==> src/rtl/filter_frame_sequencer_if.sv <==
// Bus between the 3x3 filter frame sequencer and its surroundings.
//
// Handshake semantics: a pixel moves from the source into the sequencer on a
// cycle where pix_valid and pix_ready are both high. pix_ready never depends
// on pix_valid. out_ready is a stall input: while it is low no beat happens,
// nothing advances and pix_ready is held low. A beat (lb_wr_en) is one step
// of the per-frame pipeline: an accepted pixel in RUN, or a drain step in DRAIN.
//
// Signals:
//   start, cfg_width, cfg_height, cfg_frames  run control and configuration
//   pix_valid / pix_ready                      pixel handshake
//   out_ready                                  downstream stall
//   lb_wr_en, lb_flush, lb_wr_line             line buffer control
//   win_valid, cen_col, cen_row, brd_*         window-centre status
//   frame_done, busy, done, cfg_err            run status
//   state_dbg                                  raw FSM state for observation
interface filter_frame_sequencer_if #(
    parameter int DIM_W = 16,
    parameter int FRM_W = 32
);
    logic             start;
    logic [DIM_W-1:0] cfg_width;
    logic [DIM_W-1:0] cfg_height;
    logic [FRM_W-1:0] cfg_frames;
    logic             pix_valid;
    logic             pix_ready;
    logic             out_ready;
    logic             lb_wr_en;
    logic             lb_flush;
    logic [1:0]       lb_wr_line;
    logic             win_valid;
    logic [DIM_W-1:0] cen_col;
    logic [DIM_W-1:0] cen_row;
    logic             brd_top;
    logic             brd_bot;
    logic             brd_left;
    logic             brd_right;
    logic             frame_done;
    logic             busy;
    logic             done;
    logic             cfg_err;
    logic [1:0]       state_dbg;

    modport master (
        output start, cfg_width, cfg_height, cfg_frames, pix_valid, out_ready,
        input  pix_ready, lb_wr_en, lb_flush, lb_wr_line, win_valid, cen_col, cen_row,
               brd_top, brd_bot, brd_left, brd_right, frame_done, busy, done, cfg_err,
               state_dbg
    );

    modport slave (
        input  start, cfg_width, cfg_height, cfg_frames, pix_valid, out_ready,
        output pix_ready, lb_wr_en, lb_flush, lb_wr_line, win_valid, cen_col, cen_row,
               brd_top, brd_bot, brd_left, brd_right, frame_done, busy, done, cfg_err,
               state_dbg
    );
endinterface

==> src/rtl/filter_frame_sequencer.sv <==
// Frame-level control FSM for a 3x3 streaming filter datapath. Accepts W*H
// pixels per frame, then issues W+1 drain beats so the last line's windows
// emerge; flags window-centre validity and image borders; repeats for F frames.
//
// Ports:
//   clk    rising-edge clock
//   rst    asynchronous active-high reset
//   bus_if slave side of filter_frame_sequencer_if (config, pixel handshake,
//          line-buffer control, window status, run status, state_dbg)
module filter_frame_sequencer #(
    parameter int DIM_W = 16,
    parameter int FRM_W = 32
) (
    input  logic                    clk,
    input  logic                    rst,
    filter_frame_sequencer_if.slave bus_if
);
    localparam int KW = 2 * DIM_W + 1;

    typedef enum logic [1:0] {
        S_IDLE  = 2'd0,
        S_RUN   = 2'd1,
        S_DRAIN = 2'd2,
        S_DONE  = 2'd3
    } state_t;

    state_t             state_q;
    logic [DIM_W-1:0]   w_q;
    logic [DIM_W-1:0]   h_q;
    logic [2*DIM_W-1:0] wh_q;
    logic [FRM_W-1:0]   frames_left_q;
    logic [KW-1:0]      k_q;
    logic [DIM_W-1:0]   in_col_q;
    logic [1:0]         line_q;
    logic [DIM_W-1:0]   cen_col_q;
    logic [DIM_W-1:0]   cen_row_q;
    logic               frame_done_q;
    logic               done_q;
    logic               cfg_err_q;

    logic          in_run;
    logic          in_drain;
    logic          beat;
    logic          col_last;
    logic          win;
    logic          last_run_beat;
    logic          last_drain_beat;
    logic          cfg_bad;
    logic [KW-1:0] w_ext;
    logic [KW-1:0] wh_ext;

    assign in_run   = (state_q == S_RUN);
    assign in_drain = (state_q == S_DRAIN);
    assign beat     = bus_if.out_ready & ((in_run & bus_if.pix_valid) | in_drain);
    assign col_last = (in_col_q == w_q - DIM_W'(1));

    assign w_ext  = {{(KW-DIM_W){1'b0}}, w_q};
    assign wh_ext = {1'b0, wh_q};

    // Windows lag the input by one line plus one pixel, so the first centre
    // becomes available at k = W+1; the drain beats flush the tail.
    assign win             = beat & (k_q >= w_ext + KW'(1));
    assign last_run_beat   = in_run & (k_q == wh_ext - KW'(1));
    assign last_drain_beat = in_drain & (k_q == wh_ext + w_ext);

    assign cfg_bad = (bus_if.cfg_width < DIM_W'(3)) | (bus_if.cfg_height < DIM_W'(3)) |
                     (bus_if.cfg_frames == '0);

    assign bus_if.pix_ready  = in_run & bus_if.out_ready;
    assign bus_if.lb_wr_en   = beat;
    assign bus_if.lb_flush   = beat & in_drain;
    assign bus_if.lb_wr_line = line_q;
    assign bus_if.win_valid  = win;
    assign bus_if.cen_col    = cen_col_q;
    assign bus_if.cen_row    = cen_row_q;
    assign bus_if.brd_top    = win & (cen_row_q == '0);
    assign bus_if.brd_bot    = win & (cen_row_q == h_q - DIM_W'(1));
    assign bus_if.brd_left   = win & (cen_col_q == '0);
    assign bus_if.brd_right  = win & (cen_col_q == w_q - DIM_W'(1));
    assign bus_if.frame_done = frame_done_q;
    assign bus_if.busy       = in_run | in_drain;
    assign bus_if.done       = done_q;
    assign bus_if.cfg_err    = cfg_err_q;
    assign bus_if.state_dbg  = state_q;

    always_ff @(posedge clk or posedge rst) begin
        if (rst) begin
            state_q       <= S_IDLE;
            w_q           <= '0;
            h_q           <= '0;
            wh_q          <= '0;
            frames_left_q <= '0;
            k_q           <= '0;
            in_col_q      <= '0;
            line_q        <= '0;
            cen_col_q     <= '0;
            cen_row_q     <= '0;
            frame_done_q  <= 1'b0;
            done_q        <= 1'b0;
            cfg_err_q     <= 1'b0;
        end else begin
            frame_done_q <= 1'b0;
            case (state_q)
                S_IDLE, S_DONE: begin
                    if (bus_if.start) begin
                        w_q           <= bus_if.cfg_width;
                        h_q           <= bus_if.cfg_height;
                        wh_q          <= {{DIM_W{1'b0}}, bus_if.cfg_width} *
                                         {{DIM_W{1'b0}}, bus_if.cfg_height};
                        frames_left_q <= bus_if.cfg_frames;
                        k_q           <= '0;
                        in_col_q      <= '0;
                        line_q        <= '0;
                        cen_col_q     <= '0;
                        cen_row_q     <= '0;
                        if (cfg_bad) begin
                            state_q   <= S_DONE;
                            done_q    <= 1'b1;
                            cfg_err_q <= 1'b1;
                        end else begin
                            state_q   <= S_RUN;
                            done_q    <= 1'b0;
                            cfg_err_q <= 1'b0;
                        end
                    end
                end
                S_RUN, S_DRAIN: begin
                    if (beat) begin
                        if (last_drain_beat) begin
                            // Frame boundary: every per-frame counter restarts.
                            frame_done_q  <= 1'b1;
                            frames_left_q <= frames_left_q - FRM_W'(1);
                            k_q           <= '0;
                            in_col_q      <= '0;
                            line_q        <= '0;
                            cen_col_q     <= '0;
                            cen_row_q     <= '0;
                            if (frames_left_q == FRM_W'(1)) begin
                                state_q <= S_DONE;
                                done_q  <= 1'b1;
                            end else begin
                                state_q <= S_RUN;
                            end
                        end else begin
                            k_q <= k_q + KW'(1);
                            if (col_last) begin
                                in_col_q <= '0;
                                line_q   <= (line_q == 2'd2) ? 2'd0 : line_q + 2'd1;
                            end else begin
                                in_col_q <= in_col_q + DIM_W'(1);
                            end
                            if (win) begin
                                if (cen_col_q == w_q - DIM_W'(1)) begin
                                    cen_col_q <= '0;
                                    cen_row_q <= cen_row_q + DIM_W'(1);
                                end else begin
                                    cen_col_q <= cen_col_q + DIM_W'(1);
                                end
                            end
                            if (last_run_beat) begin
                                state_q <= S_DRAIN;
                            end
                        end
                    end
                end
                default: state_q <= S_IDLE;
            endcase
        end
    end
endmodule

==> src/flat_wrapper.sv <==
// flat-port wrapper written by rule: the top's interface ports become plain ports
module filter_frame_sequencer_flat 
#(
    parameter int DIM_W = 16,
    parameter int FRM_W = 32
)
  (clk, rst, bus_if_start, bus_if_cfg_width, bus_if_cfg_height, bus_if_cfg_frames, bus_if_pix_valid, bus_if_out_ready, bus_if_pix_ready, bus_if_lb_wr_en, bus_if_lb_flush, bus_if_lb_wr_line, bus_if_win_valid, bus_if_cen_col, bus_if_cen_row, bus_if_brd_top, bus_if_brd_bot, bus_if_brd_left, bus_if_brd_right, bus_if_frame_done, bus_if_busy, bus_if_done, bus_if_cfg_err, bus_if_state_dbg);
  filter_frame_sequencer_if #(.DIM_W(DIM_W), .FRM_W(FRM_W)) bus_if_i ();
  input  logic clk;
  input  logic rst;
  input wire logic [$bits(bus_if_i.start)-1:0] bus_if_start;
  input wire logic [$bits(bus_if_i.cfg_width)-1:0] bus_if_cfg_width;
  input wire logic [$bits(bus_if_i.cfg_height)-1:0] bus_if_cfg_height;
  input wire logic [$bits(bus_if_i.cfg_frames)-1:0] bus_if_cfg_frames;
  input wire logic [$bits(bus_if_i.pix_valid)-1:0] bus_if_pix_valid;
  input wire logic [$bits(bus_if_i.out_ready)-1:0] bus_if_out_ready;
  output wire logic [$bits(bus_if_i.pix_ready)-1:0] bus_if_pix_ready;
  output wire logic [$bits(bus_if_i.lb_wr_en)-1:0] bus_if_lb_wr_en;
  output wire logic [$bits(bus_if_i.lb_flush)-1:0] bus_if_lb_flush;
  output wire logic [$bits(bus_if_i.lb_wr_line)-1:0] bus_if_lb_wr_line;
  output wire logic [$bits(bus_if_i.win_valid)-1:0] bus_if_win_valid;
  output wire logic [$bits(bus_if_i.cen_col)-1:0] bus_if_cen_col;
  output wire logic [$bits(bus_if_i.cen_row)-1:0] bus_if_cen_row;
  output wire logic [$bits(bus_if_i.brd_top)-1:0] bus_if_brd_top;
  output wire logic [$bits(bus_if_i.brd_bot)-1:0] bus_if_brd_bot;
  output wire logic [$bits(bus_if_i.brd_left)-1:0] bus_if_brd_left;
  output wire logic [$bits(bus_if_i.brd_right)-1:0] bus_if_brd_right;
  output wire logic [$bits(bus_if_i.frame_done)-1:0] bus_if_frame_done;
  output wire logic [$bits(bus_if_i.busy)-1:0] bus_if_busy;
  output wire logic [$bits(bus_if_i.done)-1:0] bus_if_done;
  output wire logic [$bits(bus_if_i.cfg_err)-1:0] bus_if_cfg_err;
  output wire logic [$bits(bus_if_i.state_dbg)-1:0] bus_if_state_dbg;
  assign bus_if_i.start = bus_if_start;
  assign bus_if_i.cfg_width = bus_if_cfg_width;
  assign bus_if_i.cfg_height = bus_if_cfg_height;
  assign bus_if_i.cfg_frames = bus_if_cfg_frames;
  assign bus_if_i.pix_valid = bus_if_pix_valid;
  assign bus_if_i.out_ready = bus_if_out_ready;
  assign bus_if_pix_ready = bus_if_i.pix_ready;
  assign bus_if_lb_wr_en = bus_if_i.lb_wr_en;
  assign bus_if_lb_flush = bus_if_i.lb_flush;
  assign bus_if_lb_wr_line = bus_if_i.lb_wr_line;
  assign bus_if_win_valid = bus_if_i.win_valid;
  assign bus_if_cen_col = bus_if_i.cen_col;
  assign bus_if_cen_row = bus_if_i.cen_row;
  assign bus_if_brd_top = bus_if_i.brd_top;
  assign bus_if_brd_bot = bus_if_i.brd_bot;
  assign bus_if_brd_left = bus_if_i.brd_left;
  assign bus_if_brd_right = bus_if_i.brd_right;
  assign bus_if_frame_done = bus_if_i.frame_done;
  assign bus_if_busy = bus_if_i.busy;
  assign bus_if_done = bus_if_i.done;
  assign bus_if_cfg_err = bus_if_i.cfg_err;
  assign bus_if_state_dbg = bus_if_i.state_dbg;
  filter_frame_sequencer #(.DIM_W(DIM_W), .FRM_W(FRM_W)) u_core (.clk(clk), .rst(rst), .bus_if(bus_if_i));
endmodule
==> config.mk <==
export PLATFORM = sky130hd
export DESIGN_NAME = filter_frame_sequencer_flat
export DESIGN_NICKNAME = d
export VERILOG_FILES = /design/src/rtl/filter_frame_sequencer_if.sv /design/src/rtl/filter_frame_sequencer.sv /design/src/flat_wrapper.sv
export SDC_FILE = /design/constraint.sdc
export NUM_CORES = 1
export LEC_CHECK = 0
export CORE_UTILIZATION = 55
export DETAILED_ROUTE_END_ITERATION = 7
export HOLD_SLACK_MARGIN = 0.05
export PLACE_DENSITY = 0.77
export SLEW_MARGIN = 20
export SYNTH_ARGS = -nofsm -noshare
export SYNTH_HDL_FRONTEND = slang
export SYNTH_SLANG_ARGS = --single-unit
==> constraint.sdc <==
create_clock -name clk -period 5.9 [get_ports clk]
set_input_delay 1.18 -clock clk [delete_from_list [all_inputs] [get_ports clk]]
set_output_delay 1.18 -clock clk [all_outputs]
set_load 0.005 [all_outputs]
Yosys cells after proc, flatten, opt, wreduce, memory -nomap -nowiden

Cells that the tools add are included.

Register bits after elaboration: 184
Input port bits: 69
Output and inout port bits: 48
Word-level logic and storage cells: 120

$add $sub $neg: 11
$mul: 1
Magnitude comparators: 3
Eq/ne operators: 18
Mux-type cells: 45
Bitwise gates (word level): 15
Reduce and logical (&&, ||, !) cells: 14

Operators with widths:

| cell                                                  | number |
|---|---|
| two-way mux 16 bit                                    | 12 |
| two-way mux 33 bit                                    | 3 |
| two-way mux 32 bit                                    | 3 |
| one-hot mux 16 bit (2 select lines)                   | 3 |
| == test 33 bit                                        | 2 |
| one-hot mux 33 bit (2 select lines)                   | 1 |
| one-hot mux 32 bit (2 select lines)                   | 1 |
| adder 16 x 1 -> 16 bit, second input constant         | 3 |
| == test 16 bit                                        | 3 |
| adder 32 x 16 -> 33 bit                               | 1 |
| adder 33 x 1 -> 33 bit, second input constant         | 1 |
| greater-or-equal comparator 33 bit                    | 1 |
| subtractor 32 x 1 -> 33 bit, second input constant    | 1 |
| == test 32 x 1 -> 1 bit, second input constant        | 1 |
| logical NOT 16 bit                                    | 2 |
| logical NOT 32 bit                                    | 1 |
| < comparator 16 x 2 -> 1 bit, second input constant   | 2 |
| multiplier 16 x 16 -> 32 bit                          | 1 |
| subtractor 16 x 1 -> 16 bit, second input constant    | 2 |
| subtractor 32 x 1 -> 32 bit, second input constant    | 1 |
| two-way mux 2 bit                                     | 11 |
| adder 16 x 1 -> 17 bit, second input constant         | 1 |
| inequality test 3 x 1 -> 1 bit, second input constant | 4 |
| AND reduction 3 bit                                   | 4 |
| 14 further kinds                                      | 42 |

Longest topological paths before layout

Word-level depth: 9
Gate-level depth with buffers: 26

Least setup slack after synthesis

No wires, ideal clock.

Path kind: input to register
Start point: in bus_if_cfg_height[7]
End point: reg u_core.wh_q[31]
Data arrival time: 7,244 ps
Data required time: 5,767 ps
Slack: -1,477 ps
Stages: 25
Cell sequence: clkbuf_1 > clkbuf_1 > nand2_1 > fa_1 > inv_1 > fa_1 > inv_1 > fa_1 > inv_1 > fa_1 > fa_1 > inv_1 > fa_1 > inv_1 > ha_1 > and2_1 > a221oi_1 > or2_2 > a41oi_1 > nand4_1 > a31oi_1 > or4_1 > a31oi_1 > xnor2_1 > o21ai_0

Word-level cells in the longest chain between the ends: 1

Ends and longest elaborated chain:

| item                         | line                          | RTL |
|---|---|---|
| start: declaration           | flat_wrapper.sv:13            | `input wire logic [$bits(bus_if_i.cfg_height)-1:0] bus_if_cfg_height;` |
| multiplier 16 x 16 -> 32 bit | filter_frame_sequencer.sv:108 | `wh_q <= {{DIM_W{1'b0}}, bus_if.cfg_width} *` |
| end signal: assignment       | filter_frame_sequencer.sv:108 |  |
| end: declaration             | filter_frame_sequencer.sv:30  | `logic [2*DIM_W-1:0] wh_q;` |

No other way between the ends.
A chain may end at the register's enable or synchronous reset.

Worst setup path after layout

Start point: in bus_if_cfg_height[4]
End point: reg u_core.wh_q[31]

The elaborated chain is that of the path after synthesis.

==> results.json <==
{
  "status": "complete, but fails checks",
  "violations": "setup timing",
  "grt-ovfl-total": 0,
  "rrSetupSlack_ps": 890,
  "ys_seq_area_frac": 0.198,
  "crit_arrival_ps": 6890,
  "syn_to_final_growth_pct": 18.0,
  "fin_hold_ws_ps": 517,
  "powerDensity_nw_per_um2": 688,
  "fmax_mhz": 152,
  "synth_ff_type": "dfrtp_1",
  "fin_crit_ps": 6560,
  "dr_total_vias": 22041,
  "worstPathMaxFanout": 5,
  "synth_enable_flop_cells": 0,
  "worst_slack_ps": -664,
  "leakagePower_uw": 0.0123,
  "dr.pass1.iters": 5,
  "synth.distinct_cells": 97,
  "max_cap_violations": 0,
  "grt_pass1_vias": 21842,
  "wirelength_um": 71400,
  "port_buffers": 116,
  "slew_headroom": 0.290,
  "drv_slew": 0,
  "insertion_delay_ps": 470,
  "skew_ps": 19.0,
  "antenna_cells": 0,
  "ys_seq_elements": 184,
  "grt_max_degree": 143,
  "rsz0062_at_grt": "yes",
  "track_usage": 0.331,
  "grt_pass1_wl_um": 115000,
  "holdBufCountCts": 0,
  "yosys_warnings": 0,
  "syn_nets": 3216,
  "antenna_found_initial": 0,
  "die_x_um": 208,
  "worstHoldPathType": "reg2reg",
  "cts_inserted_buffers": 17,
  "first_iter_violations": 2274,
  "place_congestion": 0.988,
  "post_drt_wl_per_cell_um": 20.2,
  "worstSetupPathType": "in2reg",
  "via_per_inst": 6.22,
  "netlist_area_um2": 23300,
  "tns_ps": -6810,
  "cts_max_level": 4,
  "cts.clk_slew.worst_paths_ps": 90,
  "worstMarginPinSlew_ps": 1060,
  "coreArea_um2": 41300,
  "avgSynthCellArea_um2": 8.30,
  "layout-drive-gt1-share": 0.159,
  "num-fill-cells": 3296,
  "cts-root-buf": "clkbuf_16",
  "cts_tree": "done",
  "utilization": 0.664,
  "peakVddDrop_v": 0.000812,
  "finalCritPeriodShare": 1.11,
  "nets": 3411,
  "dpl.hpwl_um": 54800,
  "start_util": 0.563,
  "cts.sinks": 184,
  "clk_path_buf_depth": 2,
  "io_pins": 117,
  "crit_required_ps": 6230,
  "async_flop_share": 1.00,
  "antenna_left": 0,
  "fp.dieH_um": 208,
  "hold_viol": 0,
  "endpoint_kind": "register",
  "die_area_um2": 43100,
  "rows": 74,
  "drc": 0,
  "setup_viol": 17,
  "worst_setup_path_start_kind": "input pin",
  "syn_inst": 2801
}
flip-flops by register name (all words and copies together), names as in the netlist:
register,cells
u_core.bus_if.cen_col,16
u_core.bus_if.state_dbg,2
u_core.bus_if.cfg_err,1
u_core.bus_if.lb_wr_line,2
u_core.in_col_q,16
u_core.wh_q,32
u_core.w_q,16
u_core.bus_if.done,1
u_core.k_q,33
u_core.bus_if.frame_done,1
u_core.h_q,16
u_core.bus_if.cen_row,16
u_core.frames_left_q,32
cell families after synthesis:
kind of cell,Yosys count,share of synthesized area
AOI/OAI and AO/OA,472,0.131
xor gates and xnor gates,195,0.0764
adders and majority gates,346,0.249
buffers and inverters,478,0.0796
DFF,184,0.198
muxes,44,0.0213
and+or+nand+nor,1082,0.245
through the flow:
stage,power [µW],setup WS (ps),std cells,cell area [µm²]
6_report,18900,-664,3541,27400
5_1_grt,20500,-822,3541,27400
3_3_place_gp,15400,-1600,3465,26100
2_1_floorplan,11500,-897,2801,23700
3_5_place_dp,15800,-1770,3465,26100
4_1_cts,18200,-762,3534,27200
synthesized netlist by cell type, types with 47 or more instances:
| master | instances | area (µm²) |
|---|---|---|
| inv_1 | 314 | 1180 |
| nand2_1 | 313 | 1170 |
| fa_1 | 195 | 3900 |
| dfrtp_1 | 184 | 4600 |
| ha_1 | 151 | 1890 |
| nor2_1 | 145 | 544 |
| and2_1 | 134 | 838 |
| o21ai_0 | 132 | 661 |
| clkbuf_1 | 125 | 469 |
| a21oi_1 | 100 | 500 |
| xnor2_1 | 98 | 858 |
| nand3_1 | 97 | 485 |
| xor2_1 | 92 | 806 |
| nor3_1 | 82 | 410 |
| nor4_1 | 66 | 413 |
| and3_1 | 47 | 294 |
final cells by class:
class | count | area (µm²) | area share
Clock buffer | 17 | 425 | 0.0155
Clock inverter | 15 | 183 | 0.00666
Inverter | 315 | 1190 | 0.0432
Multi-Input combinational cell | 2139 | 17400 | 0.633
Sequential cell | 184 | 4600 | 0.168
Tap cell | 532 | 666 | 0.0243
Timing Repair Buffer | 339 | 2990 | 0.109
worst paths after layout:
| kind | from | endpoint | cells past startpoint |
|---|---|---|---|
| worst max-delay path | bus_if_cfg_height[4] | u_core.wh_q[31]$_DFFE_PP0P_ | 24 |
| worst min-delay path | u_core.bus_if.lb_wr_line[1]$_DFFE_PP0P_ | u_core.bus_if.lb_wr_line[1]$_DFFE_PP0P_ | 1 |
| worst max register to register | u_core.wh_q[0]$_DFFE_PP0P_ | u_core.frames_left_q[0]$_DFFE_PP0P_ | 11 |
| worst min register to register | u_core.bus_if.lb_wr_line[1]$_DFFE_PP0P_ | u_core.bus_if.lb_wr_line[1]$_DFFE_PP0P_ | 1 |
| max in group asynchronous | rst | u_core.frames_left_q[20]$_DFFE_PP0P_ | 4 |
| min in group asynchronous | rst | u_core.bus_if.frame_done$_DFF_PP0_ | 3 |
metal layers:
metal  GRT usage  vias up  wire length, µm
met5           0        -                0
met4       0.116        0             2250
li1            -     9960                -
met3      0.0402      174             5560
met2       0.556     1108            34600
met1       0.441    10799            29000
power by group:
group | leakage, µW | switching, µW | internal (µW)
sequential | 0.00225 | 935 | 1700
combinational | 0.00977 | 7900 | 7100
clock | 0.000299 | 618 | 610
cells in the final DEF, fill, tap and decap left out, types with 98 or more instances in the layout:
master	Yosys	routed
and2_1	134	112
nand2_1	313	291
inv_1	314	291
dfrtp_1	184	184
ha_1	151	139
nor2_1	145	143
buf_4	2	189
xnor2_1	98	98
fa_1	195	182
o21ai_0	132	114
worst max-delay path: stages:
cell and delay, ps:
buf_8 100, buf_6 130, and2_4 130, fa_1 500
inv_2 50, fa_1 480, fa_2 560, inv_2 40
fa_1 470, fa_1 490, inv_1 50, fa_1 550
inv_2 50, ha_4 240, a41o_1 210, a221oi_4 280
or2_4 180, a41oi_4 120, nand4_1 140, a31oi_2 110
or4_1 410, a31oi_1 180, xnor2_1 150, o21ai_1 70
repair_timing:
action	in CTS	in global routing
gates cloned	3	0
gates resized for setup	226	56
endpoints found under the hold margin	0	0
pin swaps	96	76
endpoints found under the setup margin	22	21
buffers inserted	34	10
(Power assumes the default switching activity.)
